[src/rtl/mem_data_demux_ncl_seq.sv]
// rtl/mem_data_demux_ncl_seq.sv - clocked dual-rail memory word demux with DATA/NULL wavefront FSM
// Optional illegal-code (both rails high) detection under `MEM_DEMUX_RAIL_CHECK_EN.
module mem_data_demux_ncl_seq #(
  parameter int DATA_W = 8,
  parameter int NUM_CH = 2
) (
  input  logic                                           clk,
  input  logic                                           rst_n,
  input  logic [((NUM_CH > 1) ? $clog2(NUM_CH) : 1)-1:0] sel_t,
  input  logic [((NUM_CH > 1) ? $clog2(NUM_CH) : 1)-1:0] sel_f,
  input  logic [DATA_W-1:0]                              d_t,
  input  logic [DATA_W-1:0]                              d_f,
  output logic                                           ko,
  input  logic [NUM_CH-1:0]                              ki,
  output logic [NUM_CH*DATA_W-1:0]                       out_t,
  output logic [NUM_CH*DATA_W-1:0]                       out_f,
  output logic                                           err
);

  localparam int SEL_W = (NUM_CH > 1) ? $clog2(NUM_CH) : 1;

  typedef enum logic {S_NULL = 1'b0, S_DATA = 1'b1} state_t;

  state_t                   state_q, state_d;
  logic                     ko_q, ko_d;
  logic                     err_q, err_d;
  logic                     oor_q, oor_d;
  logic [SEL_W-1:0]         ch_q, ch_d;
  logic [NUM_CH*DATA_W-1:0] out_t_q, out_t_d;
  logic [NUM_CH*DATA_W-1:0] out_f_q, out_f_d;

  logic data_complete;
  logic null_complete;
  logic illegal;
  logic in_range;
  logic ki_sel;
  logic ki_held;

  // A both-high pair fails the XOR test, so it always reads as partial.
  assign data_complete = (&(sel_t ^ sel_f)) & (&(d_t ^ d_f));
  assign null_complete = ~(|{sel_t, sel_f, d_t, d_f});
`ifdef MEM_DEMUX_RAIL_CHECK_EN
  assign illegal = (|(sel_t & sel_f)) | (|(d_t & d_f));
`else
  assign illegal = 1'b0;
`endif

  assign in_range = ({{(32-SEL_W){1'b0}}, sel_t} < NUM_CH);
  assign ki_sel   = in_range ? ki[sel_t] : 1'b0;
  assign ki_held  = ki[ch_q];

  always_comb begin
    state_d = state_q;
    ko_d    = ko_q;
    err_d   = err_q | illegal;
    oor_d   = oor_q;
    ch_d    = ch_q;
    out_t_d = out_t_q;
    out_f_d = out_f_q;
    case (state_q)
      S_NULL: begin
        if (data_complete && !in_range) begin
          err_d   = 1'b1;
          oor_d   = 1'b1;
          state_d = S_DATA;
          ko_d    = 1'b0;
        end else if (data_complete && ki_sel) begin
          oor_d   = 1'b0;
          ch_d    = sel_t;
          state_d = S_DATA;
          ko_d    = 1'b0;
          for (int c = 0; c < NUM_CH; c++) begin
            if (sel_t == c[SEL_W-1:0]) begin
              out_t_d[c*DATA_W +: DATA_W] = d_t;
              out_f_d[c*DATA_W +: DATA_W] = d_f;
            end else begin
              out_t_d[c*DATA_W +: DATA_W] = '0;
              out_f_d[c*DATA_W +: DATA_W] = '0;
            end
          end
        end
      end
      S_DATA: begin
        if (null_complete && (oor_q || !ki_held)) begin
          out_t_d = '0;
          out_f_d = '0;
          oor_d   = 1'b0;
          state_d = S_NULL;
          ko_d    = 1'b1;
        end
      end
      default: begin
        state_d = S_NULL;
        ko_d    = 1'b1;
        out_t_d = '0;
        out_f_d = '0;
      end
    endcase
  end

  always_ff @(posedge clk or negedge rst_n) begin
    if (!rst_n) begin
      state_q <= S_NULL;
      ko_q    <= 1'b1;
      err_q   <= 1'b0;
      oor_q   <= 1'b0;
      ch_q    <= '0;
      out_t_q <= '0;
      out_f_q <= '0;
    end else begin
      state_q <= state_d;
      ko_q    <= ko_d;
      err_q   <= err_d;
      oor_q   <= oor_d;
      ch_q    <= ch_d;
      out_t_q <= out_t_d;
      out_f_q <= out_f_d;
    end
  end

  assign ko    = ko_q;
  assign err   = err_q;
  assign out_t = out_t_q;
  assign out_f = out_f_q;

endmodule

[config.mk]
export PLATFORM = sky130hd
export DESIGN_NAME = mem_data_demux_ncl_seq
export DESIGN_NICKNAME = d
export VERILOG_FILES = /design/src/rtl/mem_data_demux_ncl_seq.sv
export SDC_FILE = /design/constraint.sdc
export NUM_CORES = 1
export LEC_CHECK = 0
export BUFFER_PORTS_ARGS = -buffer_cell sky130_fd_sc_hd__buf_2
export CORE_ASPECT_RATIO = 1.75
export CORE_MARGIN = 2
export CORE_UTILIZATION = 33
export CTS_CLUSTER_SIZE = 30
export DETAILED_ROUTE_END_ITERATION = 10
export PLACE_DENSITY = 0.67
export REMOVE_ABC_BUFFERS = 1
export SLEW_MARGIN = 15
export SYNTH_ARGS = -nofsm -noshare
export SYNTH_HDL_FRONTEND = slang
export SYNTH_SLANG_ARGS = --single-unit
[constraint.sdc]
create_clock -name clk -period 1.2 [get_ports clk]
set_input_delay 0.18 -clock clk [delete_from_list [all_inputs] [get_ports clk]]
set_output_delay 0.18 -clock clk [all_outputs]
set_load 0.02 [all_outputs]
==> results.tsv, run 1 <==
stage	metric	value	unit
synthesis	Mapped Avg Cell Area	10.4	um2
floorplan	Die Y	102	um
placed_design	dpl cells	320	
critical_path	Worst EP arrival	1590	ps
critical_path	Crit path required time	1370	ps
route	post-DR wirelength/cell	14.5	um
route	Total Wirelength	4.84	mm
timing	Slew Limit Fails	0	
timing	Final setup viols	35	
grt	vias in the first global route	1569	
timing	final period utilization	119	%
cells_and_area	ANT cells	0	
pwr	PD cells	986	nW/um2
critical_path	Setup CP Type	reg -> reg	
min_path	worst min-delay path endpoint	out_t[1]	
job	Max-cap violations	0	
grt	largest net degree at the start of global routing	21	
grt	global route total overflow	0	
clock_tree	Clock transition at path regs	70	ps
clock_tree	CTS root buf	clkbuf_8	
timing	fin crit period	1430	ps
clock_tree	H-tree levels	2	
synthesis	Cell variety after synth	25	
floorplan	total core area	5300	um2
floorplan	std cell rows	35	
clock_tree	clock latency on the worst-skew pair	280	ps
cells_and_area	nets	281	
timing	post-route setup slack	-226	ps
timing	Setup Skew	2.05	ps
route	DR iter-0 viols	28	
placed_design	Final GP Congestion	0.779	
critical_path	reg2reg end	out_t[15]	
cells_and_area	Non-Filler Instances	333	
clock_tree	clock tree sinks	35	
clock_tree	CTS tree	yes	
outcome	failing checks	negative setup slack	
pwr	PnR Total Power	2.57	mW
grt	first-pass GRT wire length	7.42	mm
outcome	status	complete, but fails checks	
grt	initial antenna violation count	0	
critical_path	FF-to-FF setup slack	-230	ps
placed_design	port bufs	54	
min_path	Hold Crit Start	d_t[1]	
floorplan	Starting Density	34.5	%
floorplan	total I/O pin count	56	
synthesis	Synth Cell Area	1830	um2
synthesis	Syn Inst Count	176	
route	wire length on met2	2.66	mm
synthesis	Seq cells post-synth	35	
grt	GRT Total Usage	16.0	%
critical_path	critical path peak fanout	5	
cells_and_area	P&R area growth vs syn	42.5	%
timing	fmax	701	MHz
floorplan	DIE AREA	6170	um2
route	DR vias/cell	4.79	
floorplan	Die W	60.2	um
critical_path	Worst Setup End Kind	register	
min_path	Hold Path Class	in -> reg	
pwr	P_leak	1.49	nW
route	Max Used Layer	met4	
route	DR WL met3	168	um
pwr	VDD IR max	0.736	mV
critical_path	R2R depth	6	
route	DRT Pass-1 Iters	4	
placed_design	dpl hpwl	3.56	mm
timing	Final Hold Vio Count	0	
route	total number of vias	1595	
critical_path	Worst Setup Start Kind	register	
critical_path	reg-to-reg critical path startpoint	ch_q	
route	drt drc	0	
cells_and_area	fillers	506	
min_path	hold depth	3	
synthesis	Seq/Total Area, Yosys	48.0	%
clock_tree	Max Root-Sink Buffers	2	
route	Routed Antenna Nets	0	
timing	RSZ-0062 raised after global routing	true	
cells_and_area	layout cells sized above 1	48.6	%
cells_and_area	final core occ	49.1	%
synthesis	Yosys Warn Count	0	
clock_tree	Inserted Clock Buffers	5	
route	Metal-1 WL	1.96	mm
==> flip-flops by register name, summed over array words and instances, names as in the netlist <==
register / count
state_q: 1
out_t: 16
out_f: 16
ko: 1
ch_q: 1
==> routing by layer <==
metal,vias to the layer above,track usage [%]
met1,777,19.0
met2,39,28.7
met4,0,4.10
li1,774,-
met5,-,0
met3,5,3.42
==> worst max-delay path, stage by stage (launching register included) <==
cell,delay (ps)
dfrtp_1,370
mux2i_1,270
nand4_1,140
buf_6,180
buf_4,150
o21ai_1,120
mux2i_1,80
==> report_power, final <==
group          leakage, nW  internal, mW  switching (mW)
Sequential           0.484          1.21          0.0222
Clock               0.0515         0.524           0.402
Combinational        0.951         0.178           0.227
==> cell type report <==
cell class	count	area, um2	area share (%)
clock buffers	8	100	3.85
inverters	2	7.51	0.289
multi-input cells	126	952	36.6
flip-flops and latches	35	877	33.7
well taps	74	92.6	3.56
repair buffers	88	572	22.0
==> kinds of logic (layout without fill, tap and decap cells) <==
group / count (synthesis) / in the layout / synth area share, %
AOI/OAI and AO/OA: 34 / 34 / 9.53
adders and majority gates: 1 / 1 / 0.685
buffers and inverters: 15 / 98 / 6.10
xor gates and xnor gates: 8 / 8 / 3.84
DFF: 35 / 35 / 48.0
other: 1 / 1 / 0.205
muxes: 35 / 35 / 19.5
and+or+nand+nor: 47 / 47 / 12.1
==> worst max-delay path by stage <==
stage,start,to,cells after the start
2_1_floorplan,sel_t,ch_q,5
3_3_place_gp,sel_t,out_f[1],8
3_5_place_dp,sel_t,out_t[13],7
4_1_cts,ch_q,out_f[3],5
5_1_grt,ch_q,out_f[0],6
6_report,ch_q,out_t[15],6
==> timing repair <==
action	CTS	global route
gates resized for setup	1	38
setup endpoints to repair	35	35
pin swaps	0	16
endpoints found under the hold margin	11	0
buffers inserted	0	2
gates cloned	0	2
hold buffers	1	0
==> Yosys cell counts <==
cell type | instances | area (um2)
dfrtp_1 | 34 | 851
mux2i_1 | 34 | 340
clkbuf_1 | 8 | 30.0
nor2_1 | 3 | 11.3
buf_6 | 1 | 11.3
dfstp_2 | 1 | 26.3
nand3_1 | 2 | 10.0
nor4b_1 | 1 | 8.76
nor4_2 | 2 | 25.0
nand4_1 | 1 | 6.26
nand3b_1 | 2 | 15.0
mux2_4 | 1 | 15.0
ha_1 | 1 | 12.5
buf_12 | 2 | 40.0
o2bb2ai_1 | 1 | 8.76
nor3_1 | 1 | 5.00
nor3b_1 | 1 | 7.51
nand2_1 | 32 | 120
inv_1 | 2 | 7.51
xnor2_1 | 8 | 70.1
o21ai_1 | 33 | 165
buf_4 | 1 | 7.51
nor4_1 | 2 | 12.5
conb_1 | 1 | 3.75
buf_8 | 1 | 15.0
==> metrics by stage <==
step | setup WS [ps] | hold slack [ps] | instance area, um2 | TNS (ps)
floorplan | -1390 | -116 | 1720 | -39480
global placement | -344 | 104 | 2320 | -11340
global route | -320 | 183 | 2600 | -10040
detailed placement | -381 | 102 | 2320 | -11920
finish | -226 | 174 | 2600 | -6880
CTS | -157 | 168 | 2430 | -4570
==> placed cells by master (no fill, tap or decap), types with 3 or more instances in the layout <==
cell	n
buf_2	54
buf_4	27
clkbuf_8	7
buf_6	3
o21ai_2	25
o21ai_1	7
nor2_1	3
xnor2_1	8
nand2_1	32
mux2i_1	34
dfrtp_1	34
Power figures use the tool's default switching activity.
==> run 2, diff against run 1 <==
CAP_MARGIN = 20   (was default)
PLACE_DENSITY = 0.59   (was 0.67)
TNS_END_PERCENT = 30   (was default)
==> run 2 against run 1 <==
- the run still ends with negative setup slack left
- cell count shrank 0.30%
- non-clock buffer count decreased by 1
- die area unchanged
- critical path type unchanged
- critical endpoint is now out_t[8]
- highest routed layer unchanged
==> results.tsv, run 2 (synthesis results as in run 1) <==
stage	metric	value	unit
floorplan	Starting Density	34.5	%
cells_and_area	register area	877	um2
route	Total Wirelength	4.86	mm
cells_and_area	nets	280	
timing	hold slack	173	ps
timing	post-route setup slack	-121	ps
clock_tree	CTS tree	yes	
critical_path	Crit path required time	1360	ps
cells_and_area	most frequent cells in the layout	buf_2, mux2i_1, dfrtp_1, nand2_1	
floorplan	std cell rows	35	
timing	setup TNS	-3150	ps
timing	fin crit period	1320	ps
cells_and_area	ANT cells	0	
floorplan	Die Y	102	um
critical_path	Worst Setup Start Kind	register	
min_path	worst min-delay path endpoint	out_f[11]	
cells_and_area	most common cell after layout, fill and taps aside	buf_2	
critical_path	Worst EP arrival	1480	ps
critical_path	FF-to-FF setup slack	-120	ps
grt	GRT Total Usage	16.6	%
outcome	failing checks	negative setup slack	
route	Routed Antenna Nets	0	
cells_and_area	P&R area growth vs syn	41.7	%
critical_path	Setup CP Type	reg -> reg	
grt	first-pass GRT wire length	7.54	mm
clock_tree	Clock transition at path regs	70	ps
cells_and_area	Non-Filler Instances	332	
clock_tree	clock tree sinks	35	
timing	Final Hold Vio Count	0	
min_path	Hold Crit Start	d_f[3]	
route	DRT Pass-1 Iters	4	
clock_tree	clock latency on the worst-skew pair	280	ps
placed_design	DP Worst Slack	-345	ps
placed_design	port bufs	54	
floorplan	DIE AREA	6170	um2
placed_design	dpl hpwl	3.52	mm
pwr	PnR Total Power	2.57	mW
clock_tree	CTS root buf	clkbuf_8	
clock_tree	Max Root-Sink Buffers	2	
floorplan	total core area	5300	um2
critical_path	reg2reg end	out_t[8]	
critical_path	reg-to-reg critical path startpoint	ch_q	
grt	initial antenna violation count	0	
critical_path	Worst Setup End Kind	register	
timing	final period utilization	110	%
pwr	VDD IR max	0.638	mV
route	DR iter-0 viols	24	
cells_and_area	fillers	535	
pwr	PD cells	995	nW/um2
placed_design	DP Area	2320	um2
grt	global route total overflow	0	
timing	RSZ-0062 raised after global routing	true	
critical_path	R2R depth	6	
timing	Final setup viols	34	
min_path	Hold Path Class	in -> reg	
placed_design	Final GP Congestion	0.763	
route	total number of vias	1553	
timing	Setup Skew	6.54	ps
grt	vias in the first global route	1562	
job	Max-cap violations	0	
floorplan	total I/O pin count	56	
critical_path	critical path peak fanout	10	
timing	fmax	757	MHz
cells_and_area	layout cells sized above 1	48.1	%
timing	Slew Limit Fails	0	
cells_and_area	final core occ	48.8	%
placed_design	dpl cells	320	
min_path	hold depth	3	
clock_tree	Inserted Clock Buffers	5	
floorplan	Die W	60.2	um
route	DR vias/cell	4.68	
route	drt drc	0	
outcome	status	complete, but fails checks	
cells_and_area	area of the multi-input gates	941	um2
pwr	P_leak	1.48	nW
clock_tree	H-tree levels	2	
grt	largest net degree at the start of global routing	36	
cells_and_area	Post-Layout Inst Area	2590	um2
route	post-DR wirelength/cell	14.7	um
[run 2: cell count changes in the layout (fill, tap and decap cells not counted), sizes merged]
cell and delta:
buf -1
[run 2: worst max-delay path by stage]
stage | start | end | slack (ps) | cells past startpoint
3_5_place_dp | sel_t | out_t[4] | -350 | 8
6_report | ch_q | out_t[8] | -120 | 6
2_1_floorplan | sel_t | ch_q | -1390 | 5
3_3_place_gp | sel_t | out_f[10] | -340 | 8
4_1_cts | ch_q | out_t[6] | -90 | 5
5_1_grt | ch_q | out_t[8] | -170 | 6
[run 2: cell type report]
class	instances	share of cell area, %
multi-input cells	126	36.4
flip-flops and latches	35	33.9
repair buffers	87	22.0
clock buffers	8	3.87
well taps	74	3.58
inverters	2	0.290
[run 2: repair_timing]
item                                   4_1_cts  5_1_grt
endpoints found under the hold margin       34        0
pin swaps                                    0       11
gates cloned                                 0        2
setup endpoints to repair                   35       35
setup buffers                                0        1
gates resized for setup                      2       37
hold buffers                                 1        0
[run 2: critical path, cell delays in order, from the launching register on]
cell and delay, ps:
dfrtp_1 380, mux2i_1 190, nand4_1 110, buf_6 160, buf_6 150, o21ai_1 130
mux2i_1 80
[run 2: where the power goes]
group | switching (mW) | total, mW | internal [mW] | leakage, nW
Combinational | 0.224 | 0.404 | 0.180 | 0.943
Clock | 0.412 | 0.935 | 0.524 | 0.0515
Sequential | 0.0210 | 1.23 | 1.21 | 0.484
[run 2: routing by layer]
layer	vias up	GRT usage [%]	wire length (um)
met3	9	2.53	178
met4	0	9.91	118
met1	732	20.0	1910
li1	775	-	-
met5	-	0	0
met2	37	27.3	2660
